===== config.mk =====
export PLATFORM = sky130hd
export DESIGN_NAME = saber_bout_referee
export DESIGN_NICKNAME = d
export VERILOG_FILES = /design/src/rtl/saber_bout_referee.sv
export SDC_FILE = /design/constraint.sdc
export NUM_CORES = 1
export LEC_CHECK = 0
export CAP_MARGIN = 30
export CORE_MARGIN = 2
export CORE_UTILIZATION = 40
export CTS_CLUSTER_DIAMETER = 40
export DETAILED_ROUTE_END_ITERATION = 10
export HOLD_SLACK_MARGIN = 0.03
export PLACE_DENSITY = 0.74
export SETUP_SLACK_MARGIN = 0.15
export SKIP_CTS_REPAIR_TIMING = 1
export SLEW_MARGIN = 20
export SYNTH_ARGS = -nofsm -noshare
export SYNTH_HDL_FRONTEND = slang
export SYNTH_SLANG_ARGS = --single-unit

===== constraint.sdc =====
create_clock -name clk_pixel_in -period 14.6 [get_ports clk_pixel_in]
set_input_delay 3.65 -clock clk_pixel_in [delete_from_list [all_inputs] [get_ports clk_pixel_in]]
set_output_delay 3.65 -clock clk_pixel_in [all_outputs]
set_load 0.01 [all_outputs]

===== src/rtl/saber_bout_referee.sv =====
// Saber bout referee: latches both players' poses on each frame strobe, runs one
// shared Manhattan-distance comparator over the clash, P1-touch and P2-touch checks,
// then resolves parry / touch / double, keeps score, and enforces post-event lockout.
module saber_bout_referee #(
    parameter int HIT_RADIUS     = 30,
    parameter int PARRY_RADIUS   = 30,
    parameter int LOCKOUT_FRAMES = 30,
    parameter int WIN_SCORE      = 5
) (
    input  logic        clk_pixel_in,
    input  logic        rst_in,
    input  logic        new_frame_in,
    input  logic        p1_blocking_in,
    input  logic        p2_blocking_in,
    input  logic [10:0] p1_saber_x_in,
    input  logic [9:0]  p1_saber_y_in,
    input  logic [10:0] p1_body_x_in,
    input  logic [9:0]  p1_body_y_in,
    input  logic [10:0] p2_saber_x_in,
    input  logic [9:0]  p2_saber_y_in,
    input  logic [10:0] p2_body_x_in,
    input  logic [9:0]  p2_body_y_in,
    output logic        busy_out,
    output logic        event_valid_out,
    output logic [1:0]  event_code_out,
    output logic [3:0]  p1_score_out,
    output logic [3:0]  p2_score_out,
    output logic        lockout_out,
    output logic        match_over_out
);

    localparam int LCW = (LOCKOUT_FRAMES < 1) ? 1 : $clog2(LOCKOUT_FRAMES + 1);
    localparam logic [11:0]    HIT_R     = 12'(HIT_RADIUS);
    localparam logic [11:0]    PARRY_R   = 12'(PARRY_RADIUS);
    localparam logic [3:0]     WIN       = 4'(WIN_SCORE);
    localparam logic [LCW-1:0] LOCK_LOAD = LCW'(LOCKOUT_FRAMES);

    localparam logic [1:0] CODE_PARRY  = 2'd0;
    localparam logic [1:0] CODE_P1     = 2'd1;
    localparam logic [1:0] CODE_P2     = 2'd2;
    localparam logic [1:0] CODE_DOUBLE = 2'd3;

    typedef enum logic [2:0] {
        S_IDLE, S_CHK_CLASH, S_CHK_P1, S_CHK_P2, S_DECIDE, S_LOCKOUT, S_OVER
    } state_t;

    state_t r_state, w_next_state;

    // Latched pose snapshot and per-check results.
    logic [10:0] r_p1_sx, r_p1_bx, r_p2_sx, r_p2_bx;
    logic [9:0]  r_p1_sy, r_p1_by, r_p2_sy, r_p2_by;
    logic        r_p1_blk, r_p2_blk;
    logic        r_clash, r_h1, r_h2;

    // Scores, event outputs and lockout counter.
    logic [3:0]     r_p1_score, r_p2_score;
    logic           r_event_valid;
    logic [1:0]     r_event_code;
    logic [LCW-1:0] r_lock_cnt;

    // Comparator operands and result.
    logic [10:0] w_ax, w_bx, w_dx;
    logic [9:0]  w_ay, w_by, w_dy;
    logic [11:0] w_radius, w_sum;
    logic        w_hit;

    // Decision signals.
    logic       w_v1, w_v2, w_event, w_win;
    logic [1:0] w_code;
    logic [3:0] w_p1_next, w_p2_next;

    // State register.
    always_ff @(posedge clk_pixel_in) begin
        // NOTE: clocked state uses non-blocking assignments so every register samples pre-edge values.
        if (rst_in) r_state <= S_IDLE;
        else        r_state <= w_next_state;
    end

    // Route the operand pair for the current check into the single comparator.
    always_comb begin
        // NOTE: every output gets a default first so no path leaves a value held, which would infer a latch.
        w_ax     = r_p1_sx;
        w_ay     = r_p1_sy;
        w_bx     = r_p2_sx;
        w_by     = r_p2_sy;
        w_radius = PARRY_R;
        case (r_state)
            S_CHK_P1: begin
                w_bx     = r_p2_bx;
                w_by     = r_p2_by;
                w_radius = HIT_R;
            end
            S_CHK_P2: begin
                w_ax     = r_p2_sx;
                w_ay     = r_p2_sy;
                w_bx     = r_p1_bx;
                w_by     = r_p1_by;
                w_radius = HIT_R;
            end
            default: ;
        endcase
    end

    // Larger-minus-smaller keeps the differences unsigned; 11+10 bits fit in 12.
    assign w_dx  = (w_ax >= w_bx) ? (w_ax - w_bx) : (w_bx - w_ax);
    assign w_dy  = (w_ay >= w_by) ? (w_ay - w_by) : (w_by - w_ay);
    assign w_sum = {1'b0, w_dx} + {2'b0, w_dy};
    assign w_hit = (w_sum <= w_radius);

    // A touch is cancelled only when the defender is blocking and the sabers met.
    assign w_v1 = r_h1 & ~(r_p2_blk & r_clash);
    assign w_v2 = r_h2 & ~(r_p1_blk & r_clash);

    // Pick the frame's event from the validated touches and the clash result.
    always_comb begin
        w_event = 1'b0;
        w_code  = CODE_PARRY;
        if (w_v1 && w_v2) begin
            w_event = 1'b1;
            w_code  = CODE_DOUBLE;
        end else if (w_v1) begin
            w_event = 1'b1;
            w_code  = CODE_P1;
        end else if (w_v2) begin
            w_event = 1'b1;
            w_code  = CODE_P2;
        end else if (r_clash && (r_p1_blk || r_p2_blk)) begin
            w_event = 1'b1;
            w_code  = CODE_PARRY;
        end
    end

    assign w_p1_next = (w_event && (w_code == CODE_P1) && (r_p1_score < WIN)) ? r_p1_score + 4'd1 : r_p1_score;
    assign w_p2_next = (w_event && (w_code == CODE_P2) && (r_p2_score < WIN)) ? r_p2_score + 4'd1 : r_p2_score;
    assign w_win     = (w_p1_next >= WIN) || (w_p2_next >= WIN);

    // Next-state sequencing through the checks, decision, lockout and match end.
    always_comb begin
        w_next_state = r_state;
        case (r_state)
            S_IDLE:      if (new_frame_in) w_next_state = S_CHK_CLASH;
            S_CHK_CLASH: w_next_state = S_CHK_P1;
            S_CHK_P1:    w_next_state = S_CHK_P2;
            S_CHK_P2:    w_next_state = S_DECIDE;
            S_DECIDE: begin
                if (!w_event)                 w_next_state = S_IDLE;
                else if (w_win)               w_next_state = S_OVER;
                else if (LOCKOUT_FRAMES == 0) w_next_state = S_IDLE;
                else                          w_next_state = S_LOCKOUT;
            end
            S_LOCKOUT:   if (new_frame_in && (r_lock_cnt <= LCW'(1))) w_next_state = S_IDLE;
            S_OVER:      w_next_state = S_OVER;
            default:     w_next_state = S_IDLE;
        endcase
    end

    // Capture the pose snapshot in IDLE and store each comparator result in its check state.
    always_ff @(posedge clk_pixel_in) begin
        // NOTE: pure datapath registers skip reset; each is written before the FSM ever reads it.
        if (r_state == S_IDLE && new_frame_in) begin
            r_p1_sx  <= p1_saber_x_in;
            r_p1_sy  <= p1_saber_y_in;
            r_p1_bx  <= p1_body_x_in;
            r_p1_by  <= p1_body_y_in;
            r_p2_sx  <= p2_saber_x_in;
            r_p2_sy  <= p2_saber_y_in;
            r_p2_bx  <= p2_body_x_in;
            r_p2_by  <= p2_body_y_in;
            r_p1_blk <= p1_blocking_in;
            r_p2_blk <= p2_blocking_in;
        end
        case (r_state)
            S_CHK_CLASH: r_clash <= w_hit;
            S_CHK_P1:    r_h1    <= w_hit;
            S_CHK_P2:    r_h2    <= w_hit;
            default: ;
        endcase
    end

    // Register the event pulse, scores and lockout countdown.
    always_ff @(posedge clk_pixel_in) begin
        if (rst_in) begin
            r_event_valid <= 1'b0;
            r_event_code  <= 2'd0;
            r_p1_score    <= 4'd0;
            r_p2_score    <= 4'd0;
            r_lock_cnt    <= '0;
        end else begin
            r_event_valid <= 1'b0;
            if (r_state == S_DECIDE && w_event) begin
                r_event_valid <= 1'b1;
                r_event_code  <= w_code;
                r_p1_score    <= w_p1_next;
                r_p2_score    <= w_p2_next;
            end
            if (r_state == S_DECIDE && w_event && !w_win) begin
                r_lock_cnt <= LOCK_LOAD;
            end else if (r_state == S_LOCKOUT && new_frame_in && (r_lock_cnt != '0)) begin
                r_lock_cnt <= r_lock_cnt - LCW'(1);
            end
        end
    end

    assign busy_out        = (r_state == S_CHK_CLASH) || (r_state == S_CHK_P1) || (r_state == S_CHK_P2) ||
                             (r_state == S_DECIDE)    || (r_state == S_LOCKOUT);
    assign lockout_out     = (r_state == S_LOCKOUT);
    assign match_over_out  = (r_state == S_OVER);
    assign event_valid_out = r_event_valid;
    assign event_code_out  = r_event_code;
    assign p1_score_out    = r_p1_score;
    assign p2_score_out    = r_p2_score;

endmodule


==> metrics.md, run 1 <==
| Metric | Value |
|---|---|
| Result of the run | `complete, no violations` |
| Clock-pin transition on the worst setup and hold timing paths | `0.08 ns` |
| TritonCTS clock tree | `done` |
| Cell types with the largest area share after synthesis | `sky130_fd_sc_hd__edfxtp_1 (41%), sky130_fd_sc_hd__ha_1 (11%), sky130_fd_sc_hd__mux2i_1 (7.7%), sky130_fd_sc_hd__dfxtp_1 (5.8%), sky130_fd_sc_hd__nand2_1 (3.9%)` |
| Post-synthesis xor/xnor area fraction | `between 3 and 4%` |
| Count of final hold-check violations | `0` |
| Maximum clock rate | `around 0.17 GHz` |
| Clk sinks | `108` |
| Share of final-layout standard cells stronger than drive strength 1 | `about 4.8%` |
| Multiplexer share of the synthesized area | `8.36%` |
| Power density cells | `between 100 and 150 nW/um^2` |
| Initial cell density of the core | `a little over 40%` |
| Top library cells by usage in the layout, fill and taps aside | `sky130_fd_sc_hd__clkdlybuf4s50_1 (102), sky130_fd_sc_hd__edfxtp_1 (89), sky130_fd_sc_hd__nand2_1 (68), sky130_fd_sc_hd__inv_1 (59), sky130_fd_sc_hd__ha_1 (57)` |
| Synthesized instance count | `roughly 600` |
| Core Footprint | `15,900 sq um` |
| N_diodes | `0` |
| Initial antenna violation count | `0` |
| Dominant register cell in the synthesized netlist | `sky130_fd_sc_hd__edfxtp_1` |
| First-pass GRT wire length | `between 20 and 25 mm` |
| Largest family of logic cells by synthesized area | `compound AO/OA/AOI/OAI gates` |
| Die area | `about 17,000 sq um` |
| Synth top area share | `40.9%` |
| Post-route antenna net violation count | `0` |
| Worst-Margin Slew | `about 0.68 ns` |
| Required time of the critical path | `14.75 ns` |
| Share of synthesized area occupied by flip-flops and latches | `46.8%` |
| Count of buffers from port buffering | `between 100 and 150` |
| Clk root buf | `sky130_fd_sc_hd__clkbuf_16` |
| Placement Rows | `between 40 and 50` |
| Basic-gate share of the synthesized area counting and, or, nand and nor cells | `10.7%` |
| Setup violation total in the final timing report | `0` |
| DR WL/cell | `~15 um` |
| Synth-to-layout area growth | `24.4%` |
| Pin count of the biggest net entering global routing | `49` |
| Headroom to the max-slew limit | `a little over half` |
| Synth area leader | `sky130_fd_sc_hd__edfxtp_1` |
| Classification of the worst-slack hold path | `flop to flop` |
| Total number of vias | `4,664` |
| Complex-gate fraction of the synthesized area | `13.1%` |
| Flop pwr share | `about a third` |
| Critical path startpoint category | `flop` |
| Maximum buffer depth of the clock tree | `2` |
| Leakage power of the design | `around 0.0033 uW` |
| Combinational share of power | `a little under two fifths` |
| Fraction of the mapped netlist area in adder cells | `around 12%` |
| Total routed wirelength | `roughly 14 mm` |
| First-iteration detailed-routing DRC count | `231` |
| Internal portion of total power | `just over 700 uW` |
| Vias in the first global route | `between 4,000 and 5,000` |
| CTS HTree Levels | `3` |
| Post-synth ARST share | `0%` |
| Ratio of final minimum period to clock period | `between 30% and 40%` |
| Number of synthesized register bits | `roughly 110` |
| Remaining design rule violation count | `0` |
| Worst clock skew on the final layout | `a little under 0.009 ns` |
| Cell variety after synth | `between 60 and 70` |
| Nets@finish | `~850` |
| Congestion Overflow GR | `0` |
| Largest vdd supply drop | `roughly 0.069 mV` |
| Most common library cell in the layout ignoring fill and taps | `sky130_fd_sc_hd__clkdlybuf4s50_1` |
| Total power after layout | `about 1100 uW` |
| Critical path capture point type | `flop` |
| TritonCTS Buffers | `9` |
| Net switching power of the design | `between 300 and 400 uW` |
| Mean number of vias per cell | `about 5.0` |
| Max-slew violation count | `0` |
| Critical Setup Path Class | `flop to flop` |
| Detailed Place HPWL | `around 11 mm` |
| Critical Path AT | `5.96 ns` |
| Switching share of total power | `32.0%` |
| Die Span X | `around 130 um` |
| Clock Power Share | `between 20 and 30%` |
| Total negative slack for setup checks | `0 ns` |
| R2R Setup Slk | `around 8.8 ns` |
| Syn. warnings | `0` |
| Period minus WS final | `~5.8 ns` |
| Nets in the synthesized netlist | `about 760` |
| GRT Resource Usage Total | `between 15 and 20%` |
| Number of enable flip-flop cells after synthesis | `between 80 and 90` |
| Gp weighted congestion | `approximately 0.85` |
| RSZ-0062 raised after global routing | `false` |
| Number of maximum-capacitance violations | `0` |
| Mapped Avg Cell Area | `10.7 sq um` |
| Mapped cell area | `around 6500 sq um` |
| Biggest fanout along the worst timing path | `44` |
| Io pins | `103` |
| Vert. Die Dim | `roughly 130 um` |
| Number of iterations in the first detailed-routing pass | `4` |
| Clock latency on the worst-skew pair | `around 0.35 ns` |
[logic make-up after synthesis]
kind of cell    after synthesis
compound gates              131
mux                          54
flops                       108
xor+xnor                     26
simple gates                146
fa+ha+maj                    62
buf+inv                      83
[worst paths after layout]
| check | startpoint | endpoint | depth (start not counted) |
|---|---|---|---|
| worst max-delay path | r_state[1] | r_clash | 21 |
| worst min-delay path | r_lock_cnt[4] | r_lock_cnt[4] | 2 |
| worst max register to register | r_state[1] | r_clash | 21 |
| worst min register to register | r_lock_cnt[4] | r_lock_cnt[4] | 2 |
[flip-flops by register name (all words and copies together) (netlist names)]
signal,cells
r_p2_by,10
r_p2_bx,11
r_state,3
r_h1,1
r_p1_bx,11
r_p1_sx,11
p2_score_out,4
r_clash,1
r_lock_cnt,5
r_p2_blk,1
r_p1_sy,10
r_p2_sx,11
event_valid_out,1
r_p1_blk,1
r_p2_sy,10
p1_score_out,4
r_p1_by,10
event_code_out,2
r_h2,1
[layout make-up]
cell class	count	area, sq um
fill	1471	7820
multi-input combinational	419	3150
sequential	108	3050
timing repair buffer	105	1060
tap	216	270
clock buffer	9	225
inverter	60	225
clock inverter	7	145
[synth_stat cells, drive strengths merged, types with 10 or more instances]
| master | instances |
|---|---|
| xnor2 | 15 |
| a21oi | 31 |
| dfxtp | 19 |
| xor2 | 11 |
| ha | 57 |
| o21ai | 45 |
| inv | 60 |
| clkbuf | 11 |
| nor2 | 24 |
| buf | 12 |
| mux2i | 50 |
| nand2 | 68 |
| nor3 | 10 |
| edfxtp | 89 |
[layer usage]
layer	vias to the layer above	track usage (%)	wire length [um]	share of wire, %
met3	22	2.58	605	4.2
met2	121	28.2	6710	47
met4	0	6.58	288	2.0
li1	2357	-	-	-
met5	-	0	0	0
met1	2164	21.5	6670	47
[power by group through the flow]
stage          Sequential, uW  Clock [uW]  Combinational (uW)
2_1_floorplan             377           0                 287
3_3_place_gp              379           0                 381
3_5_place_dp              379           0                 392
4_1_cts                   372         304                 396
5_1_grt                   374         315                 444
6_report                  372         298                 395
[worst max-delay path, stage by stage, from the launching register on]
cell                        delay [ns]
sky130_fd_sc_hd__dfxtp_1          0.48
sky130_fd_sc_hd__nand2b_1         0.10
sky130_fd_sc_hd__buf_4            0.27
sky130_fd_sc_hd__or2_2            0.43
sky130_fd_sc_hd__inv_2            0.50
sky130_fd_sc_hd__nand2_1          0.12
sky130_fd_sc_hd__nand2_1          0.10
sky130_fd_sc_hd__inv_1            0.05
sky130_fd_sc_hd__ha_1             0.21
sky130_fd_sc_hd__fa_1             0.42
sky130_fd_sc_hd__o21ai_0          0.29
sky130_fd_sc_hd__o2111ai_1        0.25
sky130_fd_sc_hd__a21oi_4          0.39
sky130_fd_sc_hd__mux2i_1          0.25
sky130_fd_sc_hd__xor2_1           0.19
sky130_fd_sc_hd__ha_1             0.31
sky130_fd_sc_hd__nor2b_1          0.15
sky130_fd_sc_hd__o21ai_0          0.20
sky130_fd_sc_hd__mux2_2           0.36
sky130_fd_sc_hd__o22ai_1          0.12
sky130_fd_sc_hd__nand4_1          0.09
sky130_fd_sc_hd__nor3_1           0.30
[per-stage QoR]
step / setup WS, ns / hold slack [ns] / util [%] / cell area (sq um) / instances
global placement: 9.12 / 0.461 / 48.5 / 7730 / 907
CTS: 8.80 / 0.492 / 50.9 / 8120 / 924
global route: 8.23 / 0.530 / 50.9 / 8120 / 924
detailed placement: 8.85 / 0.483 / 48.6 / 7750 / 908
floorplan: 8.50 / 0.455 / - / 6530 / 610
finish: 8.79 / 0.499 / 50.9 / 8120 / 924
No activity file was read; power rests on OpenSTA's default activity.
==> run 2: changes to the inputs <==
--- a/config.mk
+++ b/config.mk
@@ -11,7 +11,7 @@
 export CTS_CLUSTER_DIAMETER = 40
 export DETAILED_ROUTE_END_ITERATION = 10
 export HOLD_SLACK_MARGIN = 0.03
-export PLACE_DENSITY = 0.74
+export PLACE_DENSITY = 0.77
 export SETUP_SLACK_MARGIN = 0.15
 export SKIP_CTS_REPAIR_TIMING = 1
 export SLEW_MARGIN = 20
==> constraint.sdc (replaced) <==
create_clock -name clk_pixel_in -period 4.8 [get_ports clk_pixel_in]
set_input_delay 1.2 -clock clk_pixel_in [delete_from_list [all_inputs] [get_ports clk_pixel_in]]
set_output_delay 1.2 -clock clk_pixel_in [all_outputs]
set_load 0.01 [all_outputs]
==> metrics.md, run 2 (synthesized netlist as in run 1, its figures left out) <==
| Metric | Value |
|---|---|
| Congestion Overflow GR | `0` |
| Critical path capture point type | `flop` |
| DR WL/cell | `~15 um` |
| Core Footprint | `approximately 16,000 sq um` |
| Pin count of the biggest net entering global routing | `47` |
| Worst-Margin Slew | `just under 0.7 ns` |
| Synth-to-layout area growth | `29.1%` |
| Number of maximum-capacitance violations | `0` |
| Gp weighted congestion | `0.956` |
| N_diodes | `0` |
| Post-Route M1 WL | `about 6.3 mm` |
| Classification of the worst-slack hold path | `flop to flop` |
| Net switching power of the design | `around 1100 uW` |
| Highest metal layer with signal wires | `met4` |
| Headroom to the max-slew limit | `between 50% and 60%` |
| Period minus WS final | `~4.4 ns` |
| Die Span X | `roughly 130 um` |
| Total number of vias | `roughly 4,800` |
| Largest vdd supply drop | `roughly 0.25 mV` |
| Combinational share of power | `between 40% and 50%` |
| Total routed wirelength | `between 10 and 15 mm` |
| Count of buffers from port buffering | `~100` |
| Clk root buf | `sky130_fd_sc_hd__clkbuf_16` |
| Clk sinks | `108` |
| Initial antenna violation count | `0` |
| Count of final hold-check violations | `0` |
| Total negative slack for setup checks | `0 ns` |
| Worst Slack Setup Final | `0.429 ns` |
| TritonCTS clock tree | `done` |
| Critical path startpoint category | `flop` |
| Worst clock skew on the final layout | `about 0.0062 ns` |
| Ratio of final minimum period to clock period | `91.1%` |
| Clock Power Share | `23.0%` |
| Maximum clock rate | `~0.23 GHz` |
| Area of combinational cells with multiple inputs | `3350 sq um` |
| Placed cells | `roughly 910` |
| Required time of the critical path | `between 4 and 5 ns` |
| First-iteration detailed-routing DRC count | `just over 300` |
| Final core utilization | `52.9%` |
| Post-route antenna net violation count | `0` |
| Max-slew violation count | `0` |
| Mean number of vias per cell | `roughly 5` |
| Leakage power of the design | `around 0.0034 uW` |
| TritonCTS Buffers | `9` |
| Placement Rows | `46` |
| First-pass GRT wire length | `approximately 22 mm` |
| Flop pwr share | `between 30% and 40%` |
| Initial cell density of the core | `around two fifths` |
| Io pins | `slightly above 100` |
| FF/Latch Area | `3050 sq um` |
| Nets@finish | `slightly below 900` |
| Share of final-layout standard cells stronger than drive strength 1 | `11.4%` |
| Die area | `roughly 17,000 sq um` |
| Power density cells | `around 380 nW/um^2` |
| CTS HTree Levels | `3` |
| GRT Resource Usage Total | `around 16%` |
| Number of iterations in the first detailed-routing pass | `5` |
| Setup violation total in the final timing report | `0` |
| Vias in the first global route | `about 4,600` |
| Most common library cell in the layout ignoring fill and taps | `sky130_fd_sc_hd__clkdlybuf4s50_1` |
| Internal portion of total power | `2100 uW` |
| Vert. Die Dim | `around 130 um` |
| Result of the run | `complete, no violations` |
| Worst hold slack after final layout | `roughly 0.50 ns` |
| Critical Setup Path Class | `flop to flop` |
| Detailed Place HPWL | `~9.9 mm` |
| Filler Cell Count | `between 1,000 and 1,500` |
| Top library cells by usage in the layout, fill and taps aside | `sky130_fd_sc_hd__clkdlybuf4s50_1 (102), sky130_fd_sc_hd__edfxtp_1 (89), sky130_fd_sc_hd__nand2_1 (67), sky130_fd_sc_hd__inv_1 (59), sky130_fd_sc_hd__ha_1 (50)` |
| Clock latency on the worst-skew pair | `between 0.3 and 0.4 ns` |
| DR WL met3 | `752 um` |
| Pre-CTS setup slack | `around 0.11 ns` |
| Clock-pin transition on the worst setup and hold timing paths | `~0.07 ns` |
| Critical Path AT | `between 4 and 5 ns` |
| Biggest fanout along the worst timing path | `27` |
| Remaining design rule violation count | `0` |
| Number of non-filler instances in the completed layout | `~940` |
| Switching share of total power | `approximately a third` |
| Maximum buffer depth of the clock tree | `2` |
| RSZ-0062 raised after global routing | `false` |
| Met2 layer wire length in the routed design | `approximately 6.4 mm` |
==> run 2: cell count changes in the layout (fill, tap and decap cells not counted), moves of 3 or more <==
cell,before,now
sky130_fd_sc_hd__bufinv_16,4,0
sky130_fd_sc_hd__mux2i_4,0,4
sky130_fd_sc_hd__mux2i_2,0,7
sky130_fd_sc_hd__buf_4,2,17
sky130_fd_sc_hd__o21ai_0,43,39
sky130_fd_sc_hd__mux2i_1,50,39
sky130_fd_sc_hd__ha_4,0,4
sky130_fd_sc_hd__ha_1,57,50
sky130_fd_sc_hd__ha_2,0,3
==> run 2: layout make-up <==
| class | count | share of cell area (%) |
|---|---|---|
| sequential | 108 | 36.2 |
| tap | 216 | 3.21 |
| multi-input combinational | 419 | 39.7 |
| clock inverter | 7 | 0.802 |
| inverter | 60 | 2.73 |
| clock buffer | 9 | 2.67 |
| timing repair buffer | 124 | 14.6 |
==> run 2: metal layers <==
| metal | global-route usage, % | up-vias |
|---|---|---|
| met3 | 3.61 | 13 |
| li1 | - | 2406 |
| met2 | 25.5 | 141 |
| met5 | 0 | - |
| met4 | 4.95 | 0 |
| met1 | 21.2 | 2242 |
==> run 2: path summary, 6_finish.rpt <==
kind	end	cells after the start	start	slack, ns
hold / removal	r_lock_cnt[4]	2	r_lock_cnt[4]	0.50
setup reg to reg	r_h2	18	r_state[0]	0.43
hold reg to reg	r_lock_cnt[4]	2	r_lock_cnt[4]	0.50
setup / recovery	r_h2	18	r_state[0]	0.43
==> run 2: power by group through the flow <==
| stage | clock network [uW] | registers (uW) | logic (uW) |
|---|---|---|---|
| 6_report | 737 | 1130 | 1330 |
| 5_1_grt | 792 | 1140 | 1490 |
| 4_1_cts | 758 | 1130 | 1200 |
| 3_5_place_dp | 0 | 1150 | 1190 |
| 3_3_place_gp | 0 | 1150 | 1170 |
| 2_1_floorplan | 0 | 1150 | 896 |
==> run 2: critical path, stage by stage, from the launching register on <==
cell and delay [ns]:
sky130_fd_sc_hd__dfxtp_2 0.36, sky130_fd_sc_hd__buf_12 0.23, sky130_fd_sc_hd__mux2i_2 0.27, sky130_fd_sc_hd__o21ai_0 0.14, sky130_fd_sc_hd__ha_1 0.25, sky130_fd_sc_hd__fa_2 0.39, sky130_fd_sc_hd__o21ai_4 0.16, sky130_fd_sc_hd__o2111ai_2 0.16
sky130_fd_sc_hd__a21oi_4 0.32, sky130_fd_sc_hd__buf_4 0.18, sky130_fd_sc_hd__mux2_2 0.33, sky130_fd_sc_hd__nand4_1 0.11, sky130_fd_sc_hd__xor2_1 0.09, sky130_fd_sc_hd__ha_1 0.32, sky130_fd_sc_hd__nand4b_1 0.10, sky130_fd_sc_hd__mux2_2 0.26
sky130_fd_sc_hd__o22ai_1 0.13, sky130_fd_sc_hd__nand4_1 0.15, sky130_fd_sc_hd__nor3_2 0.23
==> run 2: through the flow <==
stage                     power [uW]  cell area, sq um
after floorplan                 2040              6570
after global placement          2320              7820
after detailed placement        2330              7840
after CTS                       3080              8130
after global routing            3420              8430
final                           3200              8430
